## src/rtl/arith_pkg.sv

```systemverilog
// Shared arithmetic-datapath definitions.
//   state_t       : divider control states (IDLE, CALC, DONE)
//   DEFAULT_WIDTH : default operand width
//   DEFAULT_CNT_W : iteration-counter width for DEFAULT_WIDTH
//   cnt_width()   : iteration-counter width for an arbitrary operand width
package arith_pkg;

    typedef enum logic [1:0] {
        IDLE,
        CALC,
        DONE
    } state_t;

    localparam int unsigned DEFAULT_WIDTH = 4;
    localparam int unsigned DEFAULT_CNT_W = $clog2(DEFAULT_WIDTH + 1);

    // The counter must hold values WIDTH down to 1.
    function automatic int unsigned cnt_width(input int unsigned w);
        return $clog2(w + 1);
    endfunction

endpackage

```

## src/rtl/seq_divider_subtractor.sv

```systemverilog
// One-bit full subtractor, the cell of the divider's trial-subtraction chain.
//   A, B  : minuend and subtrahend bits
//   b_in  : borrow from the less significant stage
//   b_out : borrow to the more significant stage
//   diff  : difference bit
module Subtractor (
    input  logic A,
    input  logic B,
    input  logic b_in,
    output logic b_out,
    output logic diff
);

    assign diff  = A ^ B ^ b_in;
    assign b_out = (~A & B) | (~A & b_in) | (B & b_in);

endmodule

```

## src/rtl/seq_divider.sv

```systemverilog
// Sequential unsigned restoring divider, one quotient bit per clock.
//   clk, rst          : rising-edge clock, asynchronous active-high reset
//   start             : request a division (honoured in IDLE or DONE only)
//   A, B              : dividend and divisor, captured on the accepting edge
//   busy              : division in progress
//   done              : one-cycle pulse, results valid from this cycle on
//   quotient          : result, held until the next accepted start
//   remainder         : result, held until the next accepted start
//   div_by_zero       : captured divisor was zero (quotient all ones,
//                       remainder = dividend)
module seq_divider
    import arith_pkg::*;
#(
    parameter int unsigned WIDTH = DEFAULT_WIDTH
) (
    input  logic             clk,
    input  logic             rst,
    input  logic             start,
    input  logic [WIDTH-1:0] A,
    input  logic [WIDTH-1:0] B,
    output logic             busy,
    output logic             done,
    output logic [WIDTH-1:0] quotient,
    output logic [WIDTH-1:0] remainder,
    output logic             div_by_zero
);

    localparam int unsigned CW = cnt_width(WIDTH);

    state_t           state;
    logic [WIDTH-1:0] d_reg;
    logic [WIDTH-1:0] v_reg;
    logic [WIDTH-1:0] q_reg;
    logic [WIDTH-1:0] r_reg;
    logic [CW-1:0]    cnt;

    logic [WIDTH:0]   r_shift;
    logic [WIDTH:0]   v_ext;
    logic [WIDTH:0]   diff;
    logic [WIDTH+1:0] borrow;
    logic             restore;
    logic [WIDTH-1:0] r_next;
    logic [WIDTH-1:0] q_next;

    // The partial remainder is always below the divisor after each step, so
    // its top bit is permanently zero and only WIDTH bits are stored; the
    // trial subtraction still runs over the full WIDTH+1-bit shifted value.
    assign r_shift   = {r_reg, d_reg[WIDTH-1]};
    assign v_ext     = {1'b0, v_reg};
    assign borrow[0] = 1'b0;

    for (genvar i = 0; i <= WIDTH; i++) begin : g_chain
        Subtractor u_sub (
            .A     (r_shift[i]),
            .B     (v_ext[i]),
            .b_in  (borrow[i]),
            .b_out (borrow[i+1]),
            .diff  (diff[i])
        );
    end

    // Without a final borrow the difference is below the divisor, so its MSB
    // is zero; OR-ing it in leaves the restore decision unchanged.
    assign restore = borrow[WIDTH+1] | diff[WIDTH];
    assign r_next  = restore ? r_shift[WIDTH-1:0] : diff[WIDTH-1:0];
    assign q_next  = {q_reg[WIDTH-2:0], ~restore};

    always_ff @(posedge clk or posedge rst) begin
        if (rst) begin
            state       <= IDLE;
            d_reg       <= '0;
            v_reg       <= '0;
            q_reg       <= '0;
            r_reg       <= '0;
            cnt         <= '0;
            busy        <= 1'b0;
            done        <= 1'b0;
            quotient    <= '0;
            remainder   <= '0;
            div_by_zero <= 1'b0;
        end else begin
            case (state)
                IDLE, DONE: begin
                    done <= 1'b0;
                    if (start) begin
                        d_reg       <= A;
                        v_reg       <= B;
                        r_reg       <= '0;
                        q_reg       <= '0;
                        cnt         <= CW'(WIDTH);
                        quotient    <= '0;
                        remainder   <= '0;
                        div_by_zero <= 1'b0;
                        if (B == '0) begin
                            state       <= DONE;
                            done        <= 1'b1;
                            quotient    <= '1;
                            remainder   <= A;
                            div_by_zero <= 1'b1;
                        end else begin
                            state <= CALC;
                            busy  <= 1'b1;
                        end
                    end else begin
                        state <= IDLE;
                    end
                end
                CALC: begin
                    d_reg <= {d_reg[WIDTH-2:0], 1'b0};
                    r_reg <= r_next;
                    q_reg <= q_next;
                    cnt   <= cnt - CW'(1);
                    if (cnt == CW'(1)) begin
                        state     <= DONE;
                        busy      <= 1'b0;
                        done      <= 1'b1;
                        quotient  <= q_next;
                        remainder <= r_next;
                    end
                end
                default: state <= IDLE;
            endcase
        end
    end

endmodule
```

## config.mk

```make
export PLATFORM = sky130hd
export DESIGN_NAME = seq_divider
export DESIGN_NICKNAME = d
export VERILOG_FILES = /design/src/rtl/arith_pkg.sv /design/src/rtl/seq_divider_subtractor.sv /design/src/rtl/seq_divider.sv
export SDC_FILE = /design/constraint.sdc
export NUM_CORES = 1
export LEC_CHECK = 0
export ABC_AREA = 1
export CORE_MARGIN = 1
export CORE_UTILIZATION = 45
export DETAILED_ROUTE_END_ITERATION = 8
export PLACE_DENSITY = 0.75
export SLEW_MARGIN = 0
export SYNTH_ARGS = -nofsm -noshare
export SYNTH_HDL_FRONTEND = slang
export SYNTH_SLANG_ARGS = --single-unit
export TNS_END_PERCENT = 5
```

## constraint.sdc

```tcl
create_clock -name clk -period 4.7 [get_ports clk]
set_input_delay 1.41 -clock clk [delete_from_list [all_inputs] [get_ports clk]]
set_output_delay 1.41 -clock clk [all_outputs]
set_load 0.05 [all_outputs]
```

==> Word level (Yosys, flattened, before mapping) <==
Index checks and enable logic that the tools add are counted.
{ "totals": {"regBits": 31, "wordCells": 87, "out_inout_bits": 11, "input_bits": 11} }
{ "op_classes": {"mux": 28, "reduce_logical": 9, "n_eq_ne": 6, "add_sub_neg": 1, "bitwise_logic": 32} }
{ "ops": {"columns": ["cell", "count"], "rows": [
  ["4-bit 2-to-1 mux", 9],
  ["4-bit one-hot mux with 2 select lines", 4],
  ["3-bit one-hot mux with 2 select lines", 2],
  ["1-bit AND", 11],
  ["1-bit XOR", 8],
  ["1-bit OR", 7],
  ["1-bit 2-to-1 mux", 6],
  ["2-bit 2-to-1 mux", 3],
  ["2-bit != test (second input constant)", 3],
  ["1-bit inverter", 6],
  ["2-bit AND reduction", 3],
  ["4-bit zero test", 1],
  ["1-bit one-hot mux with 2 select lines", 2],
  ["2-bit one-hot mux with 2 select lines", 1],
  ["4-bit AND reduction", 1],
  ["3-bit by 1-bit == test with 1-bit output (second input constant)", 1],
  ["3-bit 2-to-1 mux", 1],
  ["3-bit AND reduction", 1],
  ["3-bit by 1-bit subtractor with 3-bit output (second input constant)", 1],
  ["2-bit by 1-bit == test with 1-bit output (second input constant)", 1],
  ["2-bit == test (second input constant)", 1],
  ["2-bit zero test", 1],
  ["2-bit nonzero test", 1],
  ["2-bit OR reduction", 1]
]} }

==> Depth between registers and ports, before layout <==
{ "depth": {"ltp_word": 16, "ltp_mapped": 14, "ltp_nobuf": 14} }

==> Modules after synthesis <==
Synthesis repeated with hierarchy kept, for this count alone.
{ "unflattened": {"hier_cells": 194, "area_unflattened_um2": 1586.5} }
{ "modules_own_cells": {"columns": ["module", "area_per_inst_um2", "instances", "cells_each", "seq_area_each_um2"], "rows": [
  ["seq_divider", 1448.9, 1, 179, 775.7],
  ["Subtractor", 27.5, 5, 3, 0.0]
]} }

==> Worst setup path after synthesis <==
OpenSTA, ideal clock, no wires.
{ "synth_timing": {"kind": "register to register", "start": "register d_reg[3]", "end": "register remainder[3]", "setup_ns": 0.073, "n_path_buf": 0, "t_required_ns": 4.627, "arrival_time_ns": 2.257, "synth_period_minus_slack_ns": 2.330, "path_stages_with_launch": 14, "path_slack_ns": 2.370, "path_cell_list": "dfrtp_1 > inv_1 > ha_1 > inv_1 > fa_1 > fa_1 > inv_1 > fa_1 > inv_1 > nand2_1 > nand2_1 > nand2_1 > nand3_2 > a21oi_2"} }
{ "synth_between": {"elab_chain_cells": 16, "word_cells_on_any_way": 21, "classes_between": "mux (3); bitwise (18)"} }
{ "synth_rtl": {"columns": ["element", "line_no", "source"], "rows": [
  ["from (decl)", "seq_divider.sv:31", "logic [WIDTH-1:0] d_reg;"],
  ["from (signal assigned)", "seq_divider.sv:109", "d_reg <= {d_reg[WIDTH-2:0], 1'b0};"],
  ["1-bit inverter *", "seq_divider_subtractor.sv:15", "assign b_out = (~A & B) | (~A & b_in) | (B & b_in);"],
  ["1-bit AND *", "seq_divider_subtractor.sv:15", null],
  ["1-bit AND", "seq_divider_subtractor.sv:15", null],
  ["1-bit OR", "seq_divider_subtractor.sv:15", null],
  ["1-bit OR *", "seq_divider_subtractor.sv:15", null],
  ["1-bit AND", "seq_divider_subtractor.sv:15", null],
  ["1-bit OR", "seq_divider_subtractor.sv:15", null],
  ["1-bit OR *", "seq_divider_subtractor.sv:15", null],
  ["1-bit AND", "seq_divider_subtractor.sv:15", null],
  ["1-bit OR (2 in a row)", "seq_divider_subtractor.sv:15", null],
  ["1-bit AND or 1-bit XOR (tied branches)", "seq_divider_subtractor.sv:15, seq_divider_subtractor.sv:14", null],
  ["1-bit OR", "seq_divider.sv:64", "assign restore = borrow[WIDTH+1] | diff[WIDTH];"],
  ["4-bit 2-to-1 mux *", "seq_divider.sv:65", "assign r_next = restore ? r_shift[WIDTH-1:0] : diff[WIDTH-1:0];"],
  ["4-bit 2-to-1 mux *", "seq_divider.sv:113", "if (cnt == CW'(1)) begin"],
  ["4-bit one-hot mux with 2 select lines *", "seq_divider.sv:82", "case (state)"],
  ["to (signal assigned)", "seq_divider.sv:118", "remainder <= r_next;"],
  ["to (decl)", "seq_divider.sv:24", "output logic [WIDTH-1:0] remainder,"]
]} }
Mark *: on every way between the ends. The rest lies on a longest branch, timed or not. The select of a mux whose other input is x is not followed.
A chain may end at the register's enable or synchronous reset.

==> Final worst setup path <==
{ "layout_timing": {"start": "register remainder[3]", "end": "output remainder[3]"} }
No word-level cell between the ends.

==> impl_metrics.toml <==
[power_and_ir_drop]
combPwrFrac_pct = 58.4
power.total_w = 0.001428
switchingPower_w = 0.0007047
p_per_area_nw_per_um2 = 801.5
swShare_pct = 49.34
ir_drop_uv = 222.0
seqPwrFrac_pct = 32.4
p_leak_nw = 0.8813
clkPwrFrac_pct = 9.2
p_int_w = 0.0007234

[sta]
timing.hold.ws_ps = 480.5
skew_ps = 1.210
finalHoldViolations = 0
tns_ps = 0
worst_pin_slew_ps = 1133
fin_crit_ps = 2918
slew_headroom_pct = 24.40
fin_crit_sh_pct = 62.09
rsz0062_at_grt = "no"
maxSlewViolCount = 0
max_freq_ghz = 0.3427
setup_violations = 0

[global_route]
grtUsageTotal_pct = 20.89
grt_antenna_before_repair = 0
grt_pass1_vias = 1229
grt_pass1_wl_um = 5257
grt_overflow_total = 0
grt_max_degree = 32

[min_path]
holdPathStages = 1
hold_end = "cnt[2]$_DFFE_PP0P_"
worstHoldStart = "cnt[2]$_DFFE_PP0P_"
hold_class = "register to register"

[final_layout]
layout.nets = 211
num-fill-cells = 287
design_area_um2 = 1782
drive_above_1_share_pct = 11.92
multi_input_area_um2 = 615.6
final_core_util_pct = 57.42
area_delta_synth_final_pct = 19.26
seq_area_um2 = 775.7
diodes = 0

[clocking]
clockBufferDepth = 2
cts_setup_buffers = 0
cts_inserted_buffers = 5
cts_resized = 0
cts_max_level = 2
cts_tree = "yes"
cts_hold_buf = 0
path_clk_slew_ps = 80
clock-root-buffer = "clkbuf_4"
clock_latency_ps = 320
clock_sinks = 31

[placed_design]
placed_cell_area_um2 = 1740
port_buffers = 21
gp_congestion = 0.8804
hpwl_um = 2382

[yosys]
synthesis.area_um2 = 1494
yosysUniqueCellTypes = 24
ys_ff_latch = 31
synthCells = 168
synth_nets = 185
ys_seq_area_share_pct = 51.93
syn_avg_cell_area_um2 = 8.892
synth_edf_count = 0
synth_async_sr_flop_share_pct = 100.0
ys.flop_type = "dfrtp_1"
yosysWarnings = 0

[setup_path]
reg2reg_to = "remainder[2]$_DFFE_PP0P_"
slowest_stage = "clkdlybuf4s50_1"
rr_worst_depth = 13
critical_path_arrival_ps = 1510
reg2reg_slack_ps = 1990
crit_required_ps = 3290
critPathMaxFanout = 2
critPathBufInv = 1
max_stage_delay_ps = 810
cp-end-kind = "primary output"
path_cells = "clkdlybuf4s50_1"
r2r_start = "d_reg[3]$_DFFE_PP0P_"
start_kind = "register"
crit_type = "register to primary output"
path_delay_family = "buffers and inverters"
crit_cells = 1

[floorplanning]
floorplan.initialDensity_pct = 48.15
core_um2 = 3103
io_pins = 22
dieHeight_um = 59.62
dieArea_um2 = 3555
die_w_um = 59.62
num_rows = 20

[detailed_routing]
num_vias = 1168
wl_um = 3118
first_pass_iters = 4
vias_per_cell = 4.928
ant_nets = 0
drc = 0
wl_per_cell_um = 13.16
drt_iter0_drc = 53

[run_status]
status = "finished, final reports clean"

[flow_run]
max-cap-violations = 0
through the flow:
stage | setup slack (ps) | instances
5_1_grt | 1729 | 237
2_1_floorplan | 2370 | 168
4_1_cts | 1775 | 237
3_3_place_gp | 1934 | 231
6_report | 1782 | 237
3_5_place_dp | 1863 | 231
synthesized netlist by cell type, types with 2 or more instances:
cell type  number  area (µm²)
nand3_1        10       50.05
dfrtp_1        31       775.7
fa_1            3       60.06
a21oi_1         3       15.01
inv_2           4       15.01
nand2_2         2       12.51
inv_1          17       63.81
o21ai_0         5       25.02
o21ai_1         3       15.01
nand2_1        52       195.2
o211ai_1        3       22.52
nand2_4         3       33.78
nor2_1         15       56.30
a21oi_2         5       43.79
ha_1            3       37.54
cells by family (layout without fill, tap and decap cells):
group | Yosys count | after routing | synth area share, %
and+or+nand+nor | 86 | 86 | 25.54
buffers and inverters | 24 | 49 | 6.867
AOI/OAI and AO/OA | 21 | 21 | 9.128
DFF | 31 | 31 | 51.93
adders and majority gates | 6 | 6 | 6.533
placed cells by master (no fill, tap or decap), drive strengths merged:
cell / count
a21oi: 8
a22o: 1
clkbuf: 6
clkdlybuf4s50: 21
clkinv: 1
dfrtp: 31
fa: 3
ha: 3
inv: 21
nand2: 57
nand3: 11
nand4: 1
nor2: 17
o211ai: 3
o21ai: 8
o22ai: 1
area by class of cell:
cell class	instances	share of cell area, %
Timing Repair Buffer	21	11.80
Clock buffer	6	2.317
Multi-Input combinational cell	113	34.55
Inverter	22	4.705
Sequential cell	31	43.54
Tap cell	44	3.090
per-layer routing:
layer  wire [µm]  GRT usage, %  vias up  part of all wire (%)
li1            -             -      576                     -
met1        1316         23.13      553                    42
met2        1583         35.63       31                    51
met3         145         8.079        8                   4.7
met4          73         8.970        0                   2.3
met5           0             0        -                     0
worst max path at each step:
stage	start	slack (ps)	to
2_1_floorplan	d_reg[3]$_DFFE_PP0P_	2370	remainder[3]$_DFFE_PP0P_
3_3_place_gp	rst	1930	cnt[0]$_DFFE_PP0P_
3_5_place_dp	rst	1860	r_reg[3]$_DFFE_PP0P_
4_1_cts	remainder[3]$_DFFE_PP0P_	1770	remainder[3]
5_1_grt	remainder[1]$_DFFE_PP0P_	1730	remainder[1]
6_report	remainder[3]$_DFFE_PP0P_	1780	remainder[3]
power groups by stage:
stage	logic, W	clock network, W	registers (W)
2_1_floorplan	0.000480	0	0.000595
3_3_place_gp	0.000800	0	0.000461
3_5_place_dp	0.000831	0	0.000468
4_1_cts	0.000839	0.000135	0.000463
5_1_grt	0.000934	0.000150	0.000476
6_report	0.000834	0.000132	0.000462
No activity file was read; power rests on OpenSTA's default activity.
